### src/rtl/l1_mem_port_arbiter_if.sv
// Cache-style request/response port: requester drives valid/op/address/write data,
// responder returns a one-cycle ready pulse with the read block.
interface l1_mem_port_arbiter_if #(
  parameter int BW_ADDRESS = 32,
  parameter int BW_BLOCK   = 128
);
  logic                  valid;
  logic                  r0w1;
  logic [BW_ADDRESS-1:0] rwaddr;
  logic [BW_BLOCK-1:0]   wdata;
  logic                  ready;
  logic [BW_BLOCK-1:0]   rdata;

  modport master (output valid, r0w1, rwaddr, wdata, input  ready, rdata);
  modport slave  (input  valid, r0w1, rwaddr, wdata, output ready, rdata);
endinterface

### src/rtl/l1_mem_port_arbiter.sv
// Round-robin arbiter sharing one downstream block port between the I-side and D-side L1.
// Side index 0 is I, 1 is D; one transaction in flight, RESP bubble between grants.
module l1_mem_port_arbiter #(
  parameter int BW_ADDRESS = 32,
  parameter int BW_BLOCK   = 128,
  parameter int BW_CNT     = 16
) (
  input  logic                  clk,
  input  logic                  rst_n,
  l1_mem_port_arbiter_if.slave  icache,
  l1_mem_port_arbiter_if.slave  dcache,
  l1_mem_port_arbiter_if.master mem,
  output logic [BW_CNT-1:0]     I_grant_cnt,
  output logic [BW_CNT-1:0]     D_grant_cnt
);
  localparam int NUM_SIDES = 2;

  typedef enum logic [1:0] {IDLE, BUSY, RESP} state_t;

  state_t                             state, state_nxt;
  logic [NUM_SIDES-1:0]               req, rdy;
  logic [NUM_SIDES-1:0][BW_BLOCK-1:0] rdat;
  logic [NUM_SIDES-1:0][BW_CNT-1:0]   cnt;
  logic                               owner, last, win, grant, done;
  logic                               bus_vld, bus_r0w1;
  logic [BW_ADDRESS-1:0]              bus_addr;
  logic [BW_BLOCK-1:0]                bus_wdata;

  assign req   = {dcache.valid, icache.valid};
  // D wins if alone, or on a tie when I was served last
  assign win   = req[1] & (~req[0] | ~last);
  assign grant = (state == IDLE) & (|req);
  assign done  = (state == BUSY) & mem.ready;

  always_ff @(posedge clk or negedge rst_n)
    if (!rst_n) state <= IDLE;
    else        state <= state_nxt;

  always_comb begin
    state_nxt = state;
    unique case (state)
      IDLE:    if (grant)     state_nxt = BUSY;
      BUSY:    if (mem.ready) state_nxt = RESP;
      RESP:                   state_nxt = IDLE;
      default:                state_nxt = IDLE;
    endcase
  end

  always_ff @(posedge clk or negedge rst_n) begin
    if (!rst_n) begin
      bus_vld   <= 1'b0;
      bus_r0w1  <= 1'b0;
      bus_addr  <= '0;
      bus_wdata <= '0;
      owner     <= 1'b1;
      last      <= 1'b0;
      rdy       <= '0;
      rdat      <= '0;
      cnt       <= '0;
    end else begin
      rdy <= '0;
      if (grant) begin
        bus_vld   <= 1'b1;
        bus_r0w1  <= win ? dcache.r0w1   : icache.r0w1;
        bus_addr  <= win ? dcache.rwaddr : icache.rwaddr;
        bus_wdata <= win ? dcache.wdata  : icache.wdata;
        owner     <= win;
        last      <= win;
      end else if (done) begin
        bus_vld   <= 1'b0;
      end
      for (int s = 0; s < NUM_SIDES; s++) begin
        // a requester that abandoned its request gets no pulse and keeps its old block
        if (done && owner == 1'(s) && req[s]) begin
          rdy[s]  <= 1'b1;
          rdat[s] <= mem.rdata;
        end
        if (grant && win == 1'(s) && !(&cnt[s])) cnt[s] <= cnt[s] + 1'b1;
      end
    end
  end

  assign mem.valid    = bus_vld;
  assign mem.r0w1     = bus_r0w1;
  assign mem.rwaddr   = bus_addr;
  assign mem.wdata    = bus_wdata;
  assign icache.ready = rdy[0];
  assign icache.rdata = rdat[0];
  assign dcache.ready = rdy[1];
  assign dcache.rdata = rdat[1];
  assign I_grant_cnt  = cnt[0];
  assign D_grant_cnt  = cnt[1];
endmodule
### src/flat_wrapper.sv
// flat-port wrapper written by rule: the top's interface ports become plain ports
module l1_mem_port_arbiter_flat 
#(
  parameter int BW_ADDRESS = 32,
  parameter int BW_BLOCK   = 128,
  parameter int BW_CNT     = 16
)
  (clk, rst_n, I_grant_cnt, D_grant_cnt, icache_valid, icache_r0w1, icache_rwaddr, icache_wdata, icache_ready, icache_rdata, dcache_valid, dcache_r0w1, dcache_rwaddr, dcache_wdata, dcache_ready, dcache_rdata, mem_valid, mem_r0w1, mem_rwaddr, mem_wdata, mem_ready, mem_rdata);
  l1_mem_port_arbiter_if #(.BW_ADDRESS(BW_ADDRESS), .BW_BLOCK(BW_BLOCK)) icache_i ();
  l1_mem_port_arbiter_if #(.BW_ADDRESS(BW_ADDRESS), .BW_BLOCK(BW_BLOCK)) dcache_i ();
  l1_mem_port_arbiter_if #(.BW_ADDRESS(BW_ADDRESS), .BW_BLOCK(BW_BLOCK)) mem_i ();
  input  logic clk;
  input  logic rst_n;
  output logic [BW_CNT-1:0] I_grant_cnt;
  output logic [BW_CNT-1:0] D_grant_cnt;
  input wire logic [$bits(icache_i.valid)-1:0] icache_valid;
  input wire logic [$bits(icache_i.r0w1)-1:0] icache_r0w1;
  input wire logic [$bits(icache_i.rwaddr)-1:0] icache_rwaddr;
  input wire logic [$bits(icache_i.wdata)-1:0] icache_wdata;
  output wire logic [$bits(icache_i.ready)-1:0] icache_ready;
  output wire logic [$bits(icache_i.rdata)-1:0] icache_rdata;
  input wire logic [$bits(dcache_i.valid)-1:0] dcache_valid;
  input wire logic [$bits(dcache_i.r0w1)-1:0] dcache_r0w1;
  input wire logic [$bits(dcache_i.rwaddr)-1:0] dcache_rwaddr;
  input wire logic [$bits(dcache_i.wdata)-1:0] dcache_wdata;
  output wire logic [$bits(dcache_i.ready)-1:0] dcache_ready;
  output wire logic [$bits(dcache_i.rdata)-1:0] dcache_rdata;
  output wire logic [$bits(mem_i.valid)-1:0] mem_valid;
  output wire logic [$bits(mem_i.r0w1)-1:0] mem_r0w1;
  output wire logic [$bits(mem_i.rwaddr)-1:0] mem_rwaddr;
  output wire logic [$bits(mem_i.wdata)-1:0] mem_wdata;
  input wire logic [$bits(mem_i.ready)-1:0] mem_ready;
  input wire logic [$bits(mem_i.rdata)-1:0] mem_rdata;
  assign icache_i.valid = icache_valid;
  assign icache_i.r0w1 = icache_r0w1;
  assign icache_i.rwaddr = icache_rwaddr;
  assign icache_i.wdata = icache_wdata;
  assign icache_ready = icache_i.ready;
  assign icache_rdata = icache_i.rdata;
  assign dcache_i.valid = dcache_valid;
  assign dcache_i.r0w1 = dcache_r0w1;
  assign dcache_i.rwaddr = dcache_rwaddr;
  assign dcache_i.wdata = dcache_wdata;
  assign dcache_ready = dcache_i.ready;
  assign dcache_rdata = dcache_i.rdata;
  assign mem_valid = mem_i.valid;
  assign mem_r0w1 = mem_i.r0w1;
  assign mem_rwaddr = mem_i.rwaddr;
  assign mem_wdata = mem_i.wdata;
  assign mem_i.ready = mem_ready;
  assign mem_i.rdata = mem_rdata;
  l1_mem_port_arbiter #(.BW_ADDRESS(BW_ADDRESS), .BW_BLOCK(BW_BLOCK), .BW_CNT(BW_CNT)) u_core (.clk(clk), .rst_n(rst_n), .icache(icache_i), .dcache(dcache_i), .mem(mem_i), .I_grant_cnt(I_grant_cnt), .D_grant_cnt(D_grant_cnt));
endmodule
### config.mk
export PLATFORM = sky130hd
export DESIGN_NAME = l1_mem_port_arbiter_flat
export DESIGN_NICKNAME = d
export VERILOG_FILES = /design/src/rtl/l1_mem_port_arbiter_if.sv /design/src/rtl/l1_mem_port_arbiter.sv /design/src/flat_wrapper.sv
export SDC_FILE = /design/constraint.sdc
export NUM_CORES = 1
export LEC_CHECK = 0
export CAP_MARGIN = 10
export CORE_AREA = 4 4 353 355
export CTS_CLUSTER_SIZE = 14
export DETAILED_ROUTE_END_ITERATION = 10
export DIE_AREA = 0 0 357 359
export PLACE_DENSITY = 0.39
export SLEW_MARGIN = 20
export SYNTH_ARGS = -nofsm -noshare
export SYNTH_HDL_FRONTEND = slang
export SYNTH_SLANG_ARGS = --single-unit
### constraint.sdc
create_clock -name clk -period 1.75 [get_ports clk]
set_clock_uncertainty 0.05 [all_clocks]
set_input_delay 0.35 -clock clk [delete_from_list [all_inputs] [get_ports clk]]
set_output_delay 0.35 -clock clk [all_outputs]
set_load 0.02 [all_outputs]
==> impl_metrics.env, run 1 <==
export IMPL_grt_overflow=0
export IMPL_final_nets=2821
export IMPL_vdd_ir_drop_max_mv=0.780
export IMPL_endpoint="u_core.dcache.rdata[49]"
export IMPL_startpoint="u_core.state[1]"
export IMPL_syn_inst=1249
export IMPL_p_per_area_mw_per_mm2=1830
export IMPL_fin_util=0.283
export IMPL_rsz0062_at_grt="true"
export IMPL_ant_nets=0
export IMPL_pre_cts_ws_ps=-682
export IMPL_fmax_mhz=490
export IMPL_ys_ff_latch=456
export IMPL_r2r_start="u_core.state[1]"
export IMPL_cts_buffers_inserted=56
export IMPL_worst_r2r_endpoint="u_core.dcache.rdata[49]"
export IMPL_layout_common_cells="453 x clkdlybuf4s50_1, 433 x dfrtp_1, 252 x mux2_4"
export IMPL_synth_area_mm2=0.0180
export IMPL_hpwl_um=76500
export IMPL_path_clk_slew_ps=60
export IMPL_design_die_area_mm2=0.128
export IMPL_use_met1=0.165
export IMPL_cts_root_buf="clkbuf_16"
export IMPL_status="complete, but fails checks"
export IMPL_crit_required_ps=2180
export IMPL_drc=0
export IMPL_ys_top_cells_by_area="dfrtp_1 63%, mux2_2 16%, a222oi_1 9.0%, inv_1 3.4%, buf_6 1.5%"
export IMPL_setup_violations=432
export IMPL_cp_start_kind="flop"
export IMPL_area_growth_pct=91.1
export IMPL_drt_initial_drc_count=1410
export IMPL_layout_commonest_cell="clkdlybuf4s50_1"
export IMPL_ys_types=42
export IMPL_ys_flop_type="dfrtp_1"
export IMPL_synth_edf_count=0
export IMPL_grt_pass1_wl_um=132000
export IMPL_start_util=0.148
export IMPL_avgSynthCellArea_um2=14.4
export IMPL_io_buffers=906
export IMPL_period_share=1.17
export IMPL_reg2reg_setup_slack_ps=-290
export IMPL_critPathMaxFanout=7
export IMPL_grt_busiest_layer="met2"
export IMPL_clock_sinks=456
export IMPL_maxCapViolCount=0
export IMPL_arrival_ps=2470
export IMPL_drt_wl_total_um=103000
export IMPL_critPathCaptureType="flop"
export IMPL_worst_pin_slew_ps=664
export IMPL_via_count=15692
export IMPL_ios=907
export IMPL_cts_tree="yes"
export IMPL_timing_slew_headroom=0.558
export IMPL_ys_seq_area_frac=0.636
export IMPL_gp_congestion=0.835
export IMPL_period_minus_slack_ps=2040
export IMPL_leakage_nw=15.7
export IMPL_num_rows=128
export IMPL_via_per_inst=3.88
export IMPL_maxSlewViolCount=0
export IMPL_finalHoldViolations=0
export IMPL_failed_checks="setup timing"
export IMPL_grt_pass1_vias=16624
export IMPL_rr_worst_depth=8
export IMPL_worstSetupPathType="flop to flop"
export IMPL_grt_max_degree=80
export IMPL_async_flop_share=1.00
export IMPL_grtUsageMet2=0.240
export IMPL_insertion_delay_ps=630
export IMPL_syn_num_nets=1706
export IMPL_die_y_um=359
export IMPL_hp_class="input port to flop"
export IMPL_wl_per_cell_um=25.5
export IMPL_dieWidth_um=357
export IMPL_core_mm2=0.121
export IMPL_drive_gt1_frac=0.459
export IMPL_ys_warn_count=0
export IMPL_use_met3=0.0528
export IMPL_synth_top_area_share=0.634
export IMPL_dp_cells=3833
export IMPL_grtUsageTotal=0.142
export IMPL_stdcell_count=4041
export IMPL_yosysTopAreaCell="dfrtp_1"
export IMPL_cts_buffer_depth=3
export IMPL_hold_ws_ps=246
export IMPL_cts_htree_levels=2
export IMPL_first_pass_iters=10
export IMPL_finalSetupTns_ps=-81040
export IMPL_timing_final_ws_setup_ps=-292
export IMPL_grt_antenna_before_repair=22
-- worst max-delay path: stages, from the launching register on --
cell and delay, ps:
dfrtp_1 380, nand2b_4 140, or2_4 250, inv_2 60, and3_4 240, buf_12 120, clkbuf_16 180, buf_8 150
mux2_4 300
-- how the worst min path moves through the flow --
stage,cells past startpoint,to,slack [ps],startpoint
6_report,3,u_core.mem.rwaddr[12],250,dcache_rwaddr[12]
4_1_cts,3,u_core.mem.wdata[117],180,dcache_wdata[117]
3_5_place_dp,1,u_core.icache.rdata[116],370,rst_n
3_3_place_gp,1,u_core.icache.rdata[1],360,rst_n
5_1_grt,3,u_core.mem.rwaddr[12],210,dcache_rwaddr[12]
2_1_floorplan,0,u_core.D_grant_cnt[0],4,rst_n
-- per-layer routing --
metal  part of all wire  up-vias
met5            0.00047        -
met4              0.038        6
met3              0.088      140
met2               0.48      772
met1               0.39     7866
li1                   -     6908
-- state kept, by name (all words and copies together), names as in the netlist, 2 cells and up --
register and cells:
u_core.mem.wdata 128, u_core.state 2, u_core.dcache.rdata 128, u_core.D_grant_cnt 16, u_core.mem.rwaddr 32, u_core.icache.rdata 128
u_core.rdy 2, u_core.I_grant_cnt 16
-- Yosys cell counts, types with 9 or more instances --
cell / instances
a222oi_1: 161
buf_2: 21
buf_6: 24
clkbuf_1: 34
dfrtp_1: 455
inv_1: 164
mux2_1: 12
mux2_2: 249
nand2_1: 14
nand4_1: 11
nor2_1: 9
nor3_1: 15
xor2_1: 20
-- cells by family (layout without fill, tap and decap cells) --
| kind of cell | Yosys count | after routing | share of synthesized area |
|---|---|---|---|
| other cells | 0 | 10 | 0 |
| flops | 456 | 456 | 0.636 |
| mux | 262 | 262 | 0.165 |
| compound gates | 173 | 173 | 0.0939 |
| buf+inv | 247 | 1403 | 0.0642 |
| xor+xnor | 22 | 22 | 0.0107 |
| fa+ha+maj | 2 | 2 | 0.00139 |
| simple gates | 87 | 88 | 0.0298 |
-- area by class of cell --
class / instances / area (µm²)
diodes: 10 / 25.0
clock buffers: 81 / 1630
flip-flops and latches: 456 / 11400
inverters: 165 / 619
fillers: 12603 / 87100
clock inverters: 19 / 225
multi-input cells: 547 / 6670
well taps: 1625 / 2030
repair buffers: 1138 / 11700
-- power breakdown --
group	switching, W	total (W)	internal, W
combinational	0.0164	0.0318	0.0154
sequential	0.00358	0.0192	0.0156
clock	0.00480	0.0118	0.00701
-- per-stage QoR --
stage	total power [W]	area, µm²
finish	0.0628	34300
global route	0.0659	34300
global placement	0.0505	30800
CTS	0.0609	32500
detailed placement	0.0508	30800
floorplan	0.0332	18900
-- timing repair --
| item | 4_1_cts | 5_1_grt |
|---|---|---|
| resized for setup | 1650 | 183 |
| hold buffers | 1 | 0 |
| endpoints found under the setup margin | 867 | 477 |
| setup buffers | 23 | 32 |
| pin swaps | 17 | 168 |
| gates cloned | 5 | 40 |
| hold endpoints to repair | 29 | 0 |
(Power assumes the default switching activity.)
==> run 2: changes to the inputs <==
--- a/config.mk
+++ b/config.mk
@@ -10,6 +10,7 @@
 export CTS_CLUSTER_SIZE = 14
 export DETAILED_ROUTE_END_ITERATION = 10
 export DIE_AREA = 0 0 357 359
+export MAX_ROUTING_LAYER = met4
 export PLACE_DENSITY = 0.39
 export SLEW_MARGIN = 20
 export SYNTH_ARGS = -nofsm -noshare
==> impl_metrics.env, run 2 (same netlist as run 1, synthesis figures left out) <==
export IMPL_pwr_share_seq=0.304
export IMPL_finalHoldViolations=0
export IMPL_core_mm2=0.121
export IMPL_path_delay_family="simple AND/OR/NAND/NOR gates"
export IMPL_fillers=12608
export IMPL_period_share=1.16
export IMPL_critPathMaxFanout=7
export IMPL_p_per_area_mw_per_mm2=1840
export IMPL_crit_required_ps=2180
export IMPL_cp_start_kind="flop"
export IMPL_hpwl_um=76500
export IMPL_cts_buffer_depth=3
export IMPL_arrival_ps=2470
export IMPL_grtUsageTotal=0.147
export IMPL_clkPwrFrac=0.188
export IMPL_grt_pass1_wl_um=132000
export IMPL_final_nets=2811
export IMPL_worst_pin_slew_ps=674
export IMPL_netSwitchingPower_w=0.0249
export IMPL_failed_checks="setup timing"
export IMPL_vdd_ir_drop_max_mv=0.772
export IMPL_pwr_share_comb=0.508
export IMPL_cts_tree="yes"
export IMPL_cts_root_buf="clkbuf_16"
export IMPL_insertion_delay_ps=630
export IMPL_status="complete, but fails checks"
export IMPL_timing_final_ws_setup_ps=-287
export IMPL_hp_class="input port to flop"
export IMPL_via_count=15764
export IMPL_fmax_mhz=491
export IMPL_start_util=0.148
export IMPL_drt_wl_total_um=105000
export IMPL_wl_per_cell_um=25.9
export IMPL_placed_area_mm2=0.0308
export IMPL_grt_pass1_vias=16630
export IMPL_timing_slew_headroom=0.551
export IMPL_grt_antenna_before_repair=24
export IMPL_rsz0062_at_grt="true"
export IMPL_cts_buffers_inserted=56
export IMPL_drive_gt1_frac=0.450
export IMPL_critPathCaptureType="flop"
export IMPL_drc=0
export IMPL_via_per_inst=3.90
export IMPL_worstSetupPathType="flop to flop"
export IMPL_maxCapViolCount=0
export IMPL_layout_commonest_cell="clkdlybuf4s50_1"
export IMPL_io_buffers=906
export IMPL_area_growth_pct=90.6
export IMPL_hold_ws_ps=251
export IMPL_critPathSlowestCell="dfrtp_1"
export IMPL_critPathMaxStageDelay_ps=380
export IMPL_stdcell_area_mm2=0.0342
export IMPL_setup_violations=438
export IMPL_grt_overflow=0
export IMPL_ant_nets=0
export IMPL_p_int_w=0.0380
export IMPL_period_minus_slack_ps=2040
export IMPL_critPathBufInv=4
export IMPL_num_rows=128
export IMPL_switching_share=0.396
export IMPL_first_pass_iters=9
export IMPL_gp_congestion=0.848
export IMPL_leakage_nw=15.6
export IMPL_design_die_area_mm2=0.128
export IMPL_ios=907
export IMPL_maxSlewViolCount=0
export IMPL_clock_sinks=456
export IMPL_die_y_um=359
export IMPL_layout_common_cells="453 x clkdlybuf4s50_1, 435 x dfrtp_1, 250 x mux2_4"
export IMPL_drt_initial_drc_count=1321
export IMPL_grt_max_degree=80
export IMPL_path_clk_slew_ps=60
export IMPL_dieWidth_um=357
export IMPL_path_cells="nand2b_4 > or2_4 > inv_2 > and3_4 > buf_12 > clkbuf_16 > buf_8 > mux2_4"
export IMPL_cts_htree_levels=2
run 2: changes by cell type in the layout (fill, tap and decap cells not counted), moves of 3 or more:
cell / delta
nor3_1: +6
buf_6: -13
buf_12: -3
nor3_4: -4
clkdlybuf4s15_2: +15
nor2_1: +3
buf_2: -15
diode_2: +6
nor2_4: -3
clkbuf_16: +5
run 2: stage by stage:
stage / setup slack, ps / TNS (ps) / utilization / instances / power, W
6_report: -287 / -80090 / 0.282 / 4037 / 0.0629
5_1_grt: -341 / -112850 / 0.282 / 4036 / 0.0660
4_1_cts: -300 / -77480 / 0.268 / 3960 / 0.0609
3_5_place_dp: -682 / -247930 / 0.254 / 3833 / 0.0508
3_3_place_gp: -689 / -248660 / 0.254 / 3833 / 0.0505
2_1_floorplan: -108 / -9230 / - / 1249 / 0.0332
run 2: area by class of cell:
| cell class | count | area (µm²) | share of cell area |
|---|---|---|---|
| antenna | 16 | 40.0 | 0.00117 |
| clock buffer | 81 | 1630 | 0.0475 |
| clock inverter | 19 | 225 | 0.00658 |
| inverter | 165 | 619 | 0.0181 |
| multi-input combinational | 547 | 6540 | 0.191 |
| sequential | 456 | 11400 | 0.334 |
| tap | 1625 | 2030 | 0.0594 |
| timing repair buffer | 1128 | 11700 | 0.342 |
run 2: worst reg2reg max path, stage by stage (launching register included):
cell	delay [ps]
dfrtp_1	380
nand2b_4	140
or2_4	250
inv_2	60
and3_4	240
buf_12	120
clkbuf_16	190
buf_8	150
mux2_4	300
run 2: metal layers:
metal | vias up | part of all wire | track usage
li1 | 6899 | - | -
met1 | 7917 | 0.39 | 0.164
met2 | 811 | 0.48 | 0.240
met3 | 137 | 0.091 | 0.0533
met4 | 0 | 0.037 | 0.0531
met5 | - | 0 | -
run 2: worst paths after layout:
kind,from,end,slack (ps),cells after the start
max,u_core.state[1],u_core.dcache.rdata[49],-290,8
min,dcache_rwaddr[12],u_core.mem.rwaddr[12],250,3
max reg2reg,u_core.state[1],u_core.dcache.rdata[49],-290,8
min reg2reg,u_core.mem.valid,u_core.mem.valid,430,2
max in group asynchronous,rst_n,u_core.owner,610,3
min in group asynchronous,rst_n,u_core.icache.rdata[1],300,2
run 2: timing repair:
action | CTS | global route
endpoints found under the hold margin | 29 | 0
pin swaps | 17 | 149
hold buffers | 1 | 0
cloned | 5 | 48
setup buffers | 23 | 14
setup endpoints to repair | 867 | 478
gates resized for setup | 1650 | 115
run 2: power groups by stage:
stage	combinational (W)	clock, W	sequential (W)
floorplan	0.00896	0	0.0243
global placement	0.0312	0	0.0192
detailed placement	0.0315	0	0.0193
CTS	0.0294	0.0123	0.0191
global route	0.0336	0.0127	0.0197
finish	0.0320	0.0118	0.0191
